`src/rtl/regfile_read_port_pkg.sv`:
```
// regfile_read_port_pkg: shared widths, zero-register index and response-flag encoding
package regfile_read_port_pkg;
  localparam int DATA_W_DEF = 32;
  localparam int ADDR_W_DEF = 5;
  localparam int ZERO_IDX = 0;
  typedef enum logic {RSP_EMPTY = 1'b0, RSP_FULL = 1'b1} rsp_state_e;
endpackage

```
`src/rtl/regfile_bank.sv`:
```
// regfile_bank: register storage, one synchronous write port, two async read ports, zero-register masking
module regfile_bank
  import regfile_read_port_pkg::*;
#(
  parameter int DATA_W = DATA_W_DEF,
  parameter int ADDR_W = ADDR_W_DEF,
  parameter int ZERO_REG = 1
) (
  input  logic              clk,
  input  logic              rst,
  input  logic              we,
  input  logic [ADDR_W-1:0] waddr,
  input  logic [DATA_W-1:0] wdata,
  input  logic [ADDR_W-1:0] ra0,
  input  logic [ADDR_W-1:0] ra1,
  output logic [DATA_W-1:0] rd0,
  output logic [DATA_W-1:0] rd1
);
  localparam logic [ADDR_W-1:0] ZA = ADDR_W'(ZERO_IDX);
  logic [DATA_W-1:0] mem_q [2**ADDR_W];
  always_ff @(posedge clk) begin
    if (rst) begin
      for (int i = 0; i < 2**ADDR_W; i++) mem_q[i] <= '0;
    end else if (we && !(ZERO_REG != 0 && waddr == ZA)) begin
      mem_q[waddr] <= wdata;
    end
  end
  assign rd0 = (ZERO_REG != 0 && ra0 == ZA) ? '0 : mem_q[ra0];
  assign rd1 = (ZERO_REG != 0 && ra1 == ZA) ? '0 : mem_q[ra1];
endmodule

```
`src/rtl/regfile_read_port.sv`:
```
// regfile_read_port: register bank with valid/ready operand reads and a registered one-cycle response.
// RF_BYPASS_EN enables same-cycle write forwarding and in-place refresh of stalled outputs.
module regfile_read_port
  import regfile_read_port_pkg::*;
#(
  parameter int DATA_W = DATA_W_DEF,
  parameter int ADDR_W = ADDR_W_DEF,
  parameter int ZERO_REG = 1
) (
  input  logic              clk,
  input  logic              rst,
  input  logic              wr_en,
  input  logic [ADDR_W-1:0] wr_addr,
  input  logic [DATA_W-1:0] wr_data,
  input  logic              req_valid,
  output logic              req_ready,
  input  logic [ADDR_W-1:0] rs_addr,
  input  logic [ADDR_W-1:0] rt_addr,
  output logic              rsp_valid,
  input  logic              rsp_ready,
  output logic [DATA_W-1:0] rs_data,
  output logic [DATA_W-1:0] rt_data
);
  rsp_state_e state_q, state_d;
  logic [DATA_W-1:0] rs_q, rs_d, rt_q, rt_d, rs_rd, rt_rd;
  logic accept, stall;
  regfile_bank #(.DATA_W(DATA_W), .ADDR_W(ADDR_W), .ZERO_REG(ZERO_REG)) u_bank (
    .clk(clk), .rst(rst), .we(wr_en), .waddr(wr_addr), .wdata(wr_data),
    .ra0(rs_addr), .ra1(rt_addr), .rd0(rs_rd), .rd1(rt_rd)
  );
  assign rsp_valid = state_q == RSP_FULL;
  assign req_ready = !rsp_valid || rsp_ready;
  assign accept = req_valid && req_ready;
  assign stall = rsp_valid && !rsp_ready;
  assign rs_data = rs_q;
  assign rt_data = rt_q;
  always_comb state_d = accept ? RSP_FULL : (rsp_ready ? RSP_EMPTY : state_q);
`ifdef RF_BYPASS_EN
  localparam logic [ADDR_W-1:0] ZA = ADDR_W'(ZERO_IDX);
  logic [ADDR_W-1:0] rs_idx_q, rs_idx_d, rt_idx_q, rt_idx_d;
  logic wr_live;
  assign wr_live = wr_en && !(ZERO_REG != 0 && wr_addr == ZA);
  // accept and stall are mutually exclusive, so capture and refresh never collide
  always_comb begin
    rs_idx_d = accept ? rs_addr : rs_idx_q;
    rt_idx_d = accept ? rt_addr : rt_idx_q;
    rs_d = accept ? ((wr_live && wr_addr == rs_addr) ? wr_data : rs_rd)
         : (stall && wr_live && wr_addr == rs_idx_q) ? wr_data : rs_q;
    rt_d = accept ? ((wr_live && wr_addr == rt_addr) ? wr_data : rt_rd)
         : (stall && wr_live && wr_addr == rt_idx_q) ? wr_data : rt_q;
  end
  always_ff @(posedge clk) begin
    if (rst) begin
      rs_idx_q <= '0;
      rt_idx_q <= '0;
    end else begin
      rs_idx_q <= rs_idx_d;
      rt_idx_q <= rt_idx_d;
    end
  end
`else
  logic unused_stall;
  assign unused_stall = stall;
  always_comb begin
    rs_d = accept ? rs_rd : rs_q;
    rt_d = accept ? rt_rd : rt_q;
  end
`endif
  always_ff @(posedge clk) begin
    if (rst) begin
      state_q <= RSP_EMPTY;
      rs_q <= '0;
      rt_q <= '0;
    end else begin
      state_q <= state_d;
      rs_q <= rs_d;
      rt_q <= rt_d;
    end
  end
endmodule

```
`config.mk`:
```
export PLATFORM = sky130hd
export DESIGN_NAME = regfile_read_port
export DESIGN_NICKNAME = d
export VERILOG_FILES = /design/src/rtl/regfile_read_port_pkg.sv /design/src/rtl/regfile_bank.sv /design/src/rtl/regfile_read_port.sv
export SDC_FILE = /design/constraint.sdc
export NUM_CORES = 2
export LEC_CHECK = 0
export CAP_MARGIN = 20
export CELL_PAD_IN_SITES_DETAIL_PLACEMENT = 1
export CELL_PAD_IN_SITES_GLOBAL_PLACEMENT = 1
export CORE_ASPECT_RATIO = 1.5
export CORE_MARGIN = 2
export CORE_UTILIZATION = 50
export DETAILED_ROUTE_END_ITERATION = 10
export DONT_BUFFER_PORTS = 1
export PLACE_DENSITY_LB_ADDON = 0.1
export SYNTH_ARGS = -nofsm -noshare
export SYNTH_HDL_FRONTEND = slang
export SYNTH_HIERARCHICAL = 1
export SYNTH_SLANG_ARGS = --single-unit
```
`constraint.sdc`:
```
create_clock -name clk -period 2.3 [get_ports clk]
set_input_delay 0.23 -clock clk [delete_from_list [all_inputs] [get_ports clk]]
set_output_delay 0.23 -clock clk [all_outputs]
set_load 0.02 [all_outputs]
```
### Word-level counts from Yosys, hierarchy flattened

Memories as Yosys holds them, arrays and structs flattened.
Index checks and enable logic that the tools add are counted.

| storage, ports and cells | value |
|---|---|
| bits of input ports | 52 |
| word-level logic and storage cells | 26 |
| register bits | 65 |
| memory bits (writable) | 1024 |
| memories kept | 1 |

| cells by class | value |
|---|---|
| mux-type cells | 12 |
| reductions and logical operators | 10 |

Memory list:

| name | depth | width | rd ports | clocked after Yosys merged registers in | write ports | line | text |
|---|---|---|---|---|---|---|---|
| u_bank.mem_q | 32 | 32 | 2 | 0 | 32 | regfile_bank.sv:20 | `logic [DATA_W-1:0] mem_q [2**ADDR_W];` |

Operators with widths:

| kind | count |
|---|---|
| 2-to-1 mux 32 bit | 3 |
| OR reduction 32 bit | 1 |
| logical NOT 5 bit | 3 |
| 2-to-1 mux 1 bit | 8 |
| 2-to-1 mux 5 bit | 1 |
| logical AND 1 bit | 2 |
| logical NOT 1 bit | 2 |
| nonzero test 2 bit | 1 |
| logical OR 1 bit | 1 |

### Depth between registers and ports, before layout

| logic depth | value |
|---|---|
| depth after elaboration | 8 |
| mapped depth | 11 |
| mapped depth without buffers | 6 |

### Modules after synthesis

Netlist, hierarchy kept.

Modules (own cells, without submodules):

| module | instances | cells each | seq. area each (um2) | area each (um2) |
|---|---|---|---|---|
| regfile_bank | 1 | 3502 | 30749.5 | 54252.0 |
| regfile_read_port | 1 | 295 | 1301.2 | 2800.2 |

### Worst setup path before layout

Ideal clock, no wire load.

| timing | value |
|---|---|
| kind | input-to-reg |
| from | input port wr_addr[1] |
| to | memory u_bank/mem_q[12][0] in the netlist's numbering, enable pin |
| buffers on the path | 1 |
| stages on the path | 4 |
| path slack | 0.149 ns |
| arrival | 1.776 ns |
| setup time | 0.375 ns |
| cells stage by stage | or4b_2 clkbuf_1 nor2_1 or2_2 |

RTL lines:

| item | line | text |
|---|---|---|
| start: declaration | regfile_read_port.sv:13 | `input logic [ADDR_W-1:0] wr_addr,` |
| end: declaration | regfile_bank.sv:20 |  |

==> run_results.csv <==
group,metric,value,unit
floorplanning,core_area,113000,sq um
floorplanning,floorplan.rows,151,
synthesis,yosysWarningCount,6,
global_routing,grt_remaining_overflow,0,
sta,finalHoldViolCount,81,
routing,first_pass_iters,7,
routing,average_via_count_per_standard_cell,6.902,
power_and_ir_drop,totalPowerFinal,47.45,mW
job,max-cap-violations,0,
floorplanning,die_w,279.8,um
routing,totalWireLength,203200,um
synthesis,asyncSetResetFlopFracSynth,0,
layout,leading_cell_type_in_the_layout_fill_and_taps_excluded,"edfxtp_1",
synthesis,syn_avg_cell_area,15.03,sq um
layout,postLayoutCoreUtil,0.5660,
worst_setup_path,endpoint_kind,"flop",
cts,tritoncts,"yes",
status,run_status,"finished with violations",
status,violations,"negative hold slack, negative setup slack",
sta,report.final.slew_viol_count,0,
floorplanning,die_area,116900,sq um
synthesis,synth_flop_cell,"edfxtp_1",
cts,clockBufferDepth,3,
routing,routed_wl_per_cell,38.22,um
worst_setup_path,cp_data_required_time,2.89,ns
cts,clock-sinks,1089,
routing,vias,36700,
global_routing,grt_first_pass_wirelength,285900,um
synthesis,synth_seq_cells,1089,
global_routing,number_of_global_route_vias_before_repair,39240,
place,buffer_ports.inserted,0,
sta,tightest_slew,1.234,ns
floorplanning,io_pins,118,
layout,fillers,10370,
synthesis,syn-instance-count,3797,
global_routing,grt_start_max_net_pins,310,
cts,cts-buffers-inserted,107,
place,hpwlAfterDp,122000,um
sta,final-setup-viol-count,1,
worst_setup_path,startpoint_type,"flop",
worst_setup_path,criticalPathCategory,"reg2reg",
sta,period_needed,2.305,ns
global_routing,antenna_violations_before_repair,14,
sta,setup_slack,-0.005375,ns
layout,commonest_cells_after_routing_fill_and_taps_aside,"edfxtp_1, and2_1, mux4_2, mux2i_1, buf_4",
worst_setup_path,critical_path_peak_fanout,2,
place,placed_cell_area,59110,sq um
worst_setup_path,worstPathArrival,2.90,ns
place,place.gp.congestion,0.8505,
routing,detail-route-antenna-nets,0,
sta,final_hold_slack,-0.3216,ns
routing,drt_iter0_drc,3709,
cts,h-tree-depth,3,
sta,fin_crit_sh,1.002,
layout,final_cell_area,63950,sq um
synthesis,number_of_enable_type_register_cells_in_the_synthesized_netlist,1024,
power_and_ir_drop,power.density_cell_area,742.0,nW/um^2
cts,clkSlewWorstSetupHoldPaths,0.06,ns
power_and_ir_drop,worst_ir_drop_vdd,0.5098,mV
layout,finalNetCount,3823,
global_routing,grt.total_usage,0.3492,
floorplanning,initial_util,0.5050,
cts,clock_latency,0.73,ns
synthesis,synthDistinctLibCells,46,
layout,area.growth.synth_to_final,12.08,%
cts,ctsRootBufferMaster,"clkbuf_16",
hold_path,hold_path_class,"in2reg",
sta,max_clock_freq,0.4338,GHz
floorplanning,fp.dieH,417.7,um
sta,final_clock_skew,0.02752,ns
synthesis,netlist_area,57050,sq um
routing,post-route-drc-count,0,
power_and_ir_drop,power_leakage,22.04,nW
sta,timing.max_slew.rel_slack,0.1740,
layout,layout-drive-gt1-share,0.2569,
synthesis,sequential_area_share_after_synthesis,0.5618,
path summary, 6_finish.rpt:
| check | startpoint | endpoint | slack, ns | cells after the start |
|---|---|---|---|---|
| hold / removal | req_valid | rs_data[0] | -0.32 | 2 |
| setup reg to reg | u_bank/mem_q[29][21] | rt_data[21] | -0.005 | 6 |
| hold reg to reg | rs_data[10] | rs_data[10] | 0.67 | 2 |
| setup / recovery | u_bank/mem_q[29][21] | rt_data[21] | -0.005 | 6 |
flip-flops by register name, summed over array words and instances, names as in the netlist:
name / count
rs_data: 32
rsp_valid: 1
rt_data: 32
u_bank/mem_q: 1024
repair_timing:
action                                 4_1_cts  5_1_grt
pin swaps                                    0        0
setup endpoints to repair                   10       10
endpoints found under the hold margin     1119       96
setup buffers                                0        0
resized for setup                           10       10
hold buffers                                49       13
layout make-up:
class                   count  area (sq um)  area share
repair buffers            256          2892     0.04522
flip-flops and latches   1089         32050      0.5012
multi-input cells        2314         23440      0.3666
diodes                      3         7.507   0.0001174
clock buffers             137          3050     0.04770
inverters                   3         11.26   0.0001761
clock inverters            62         673.1     0.01053
well taps                1453          1818     0.02843
metal layers:
| metal | wire, um | part of all wire | vias to the layer above | global-route usage |
|---|---|---|---|---|
| met1 | 70510 | 0.35 | 19550 | 0.4115 |
| li1 | - | - | 14570 | - |
| met2 | 104700 | 0.52 | 1936 | 0.6115 |
| met3 | 16780 | 0.083 | 630 | 0.06439 |
| met5 | 164 | 0.00081 | - | 0 |
| met4 | 11020 | 0.054 | 16 | 0.1752 |
metrics by stage:
stage / instances / setup TNS (ns) / hold slack, ns / setup slack [ns]
2_1_floorplan: 3828 / 0 / 0.4282 / 0.1493
4_1_cts: 5288 / 0 / -0.3659 / 0.01479
5_1_grt: 5314 / -0.006970 / -0.3342 / -0.006970
3_5_place_dp: 5040 / -1.920 / 0.4178 / -0.3008
3_3_place_gp: 5040 / -1.338 / 0.4097 / -0.2738
6_report: 5317 / -0.005375 / -0.3216 / -0.005375
where the power goes:
group | internal [mW] | leakage, nW | switching, mW
Combinational | 2.49 | 9.94 | 2.50
Sequential | 22.8 | 10.3 | 0.822
Clock | 10.9 | 1.82 | 7.94
Total | 36.2 | 22.0 | 11.3
cells by family (layout without fill, tap and decap cells):
| kind of cell | after synthesis | after routing | share of synthesized area |
|---|---|---|---|
| multiplexers | 652 | 652 | 0.2186 |
| buffers and inverters | 425 | 458 | 0.03533 |
| AND/OR/NAND/NOR | 1242 | 1242 | 0.1326 |
| AO/OA/AOI/OAI | 388 | 388 | 0.05165 |
| other | 1 | 35 | 0.00006573 |
| flip-flops | 1089 | 1089 | 0.5618 |
Yosys cell counts (3+ instances only):
cell type,number,share of area
a2111oi_0,14,0.0021
a2111oi_1,41,0.0072
a211oi_1,7,0.00092
a21bo_1,34,0.0060
a21bo_2,30,0.0053
a21oi_1,77,0.0068
a221oi_1,4,0.00061
a22o_1,51,0.0078
a22oi_1,16,0.0021
a32o_1,4,0.00070
and2_1,995,0.11
and3_1,3,0.00033
buf_1,18,0.0012
buf_2,63,0.0055
buf_4,37,0.0049
buf_6,27,0.0053
clkbuf_1,277,0.018
dfxtp_1,65,0.023
edfxtp_1,1024,0.54
inv_1,3,0.00020
mux2_2,30,0.0059
mux2i_1,150,0.026
mux4_2,472,0.19
nand2_1,7,0.00046
nand2b_1,5,0.00055
nand3_1,69,0.0061
nand3b_1,5,0.00066
nor2_1,36,0.0024
nor2b_1,14,0.0015
nor3_1,54,0.0047
nor4_1,6,0.00066
o21ai_0,4,0.00035
o22ai_1,103,0.011
or2_2,33,0.0036
or3b_2,4,0.00061
critical path, stage by stage, from the launching register on:
cell      delay, ns
edfxtp_1       0.40
mux4_2         0.49
a221oi_1       0.44
o21ai_0        0.38
nor4b_1        0.29
nand3_1        0.11
a21oi_1        0.07
(Power assumes the default switching activity.)
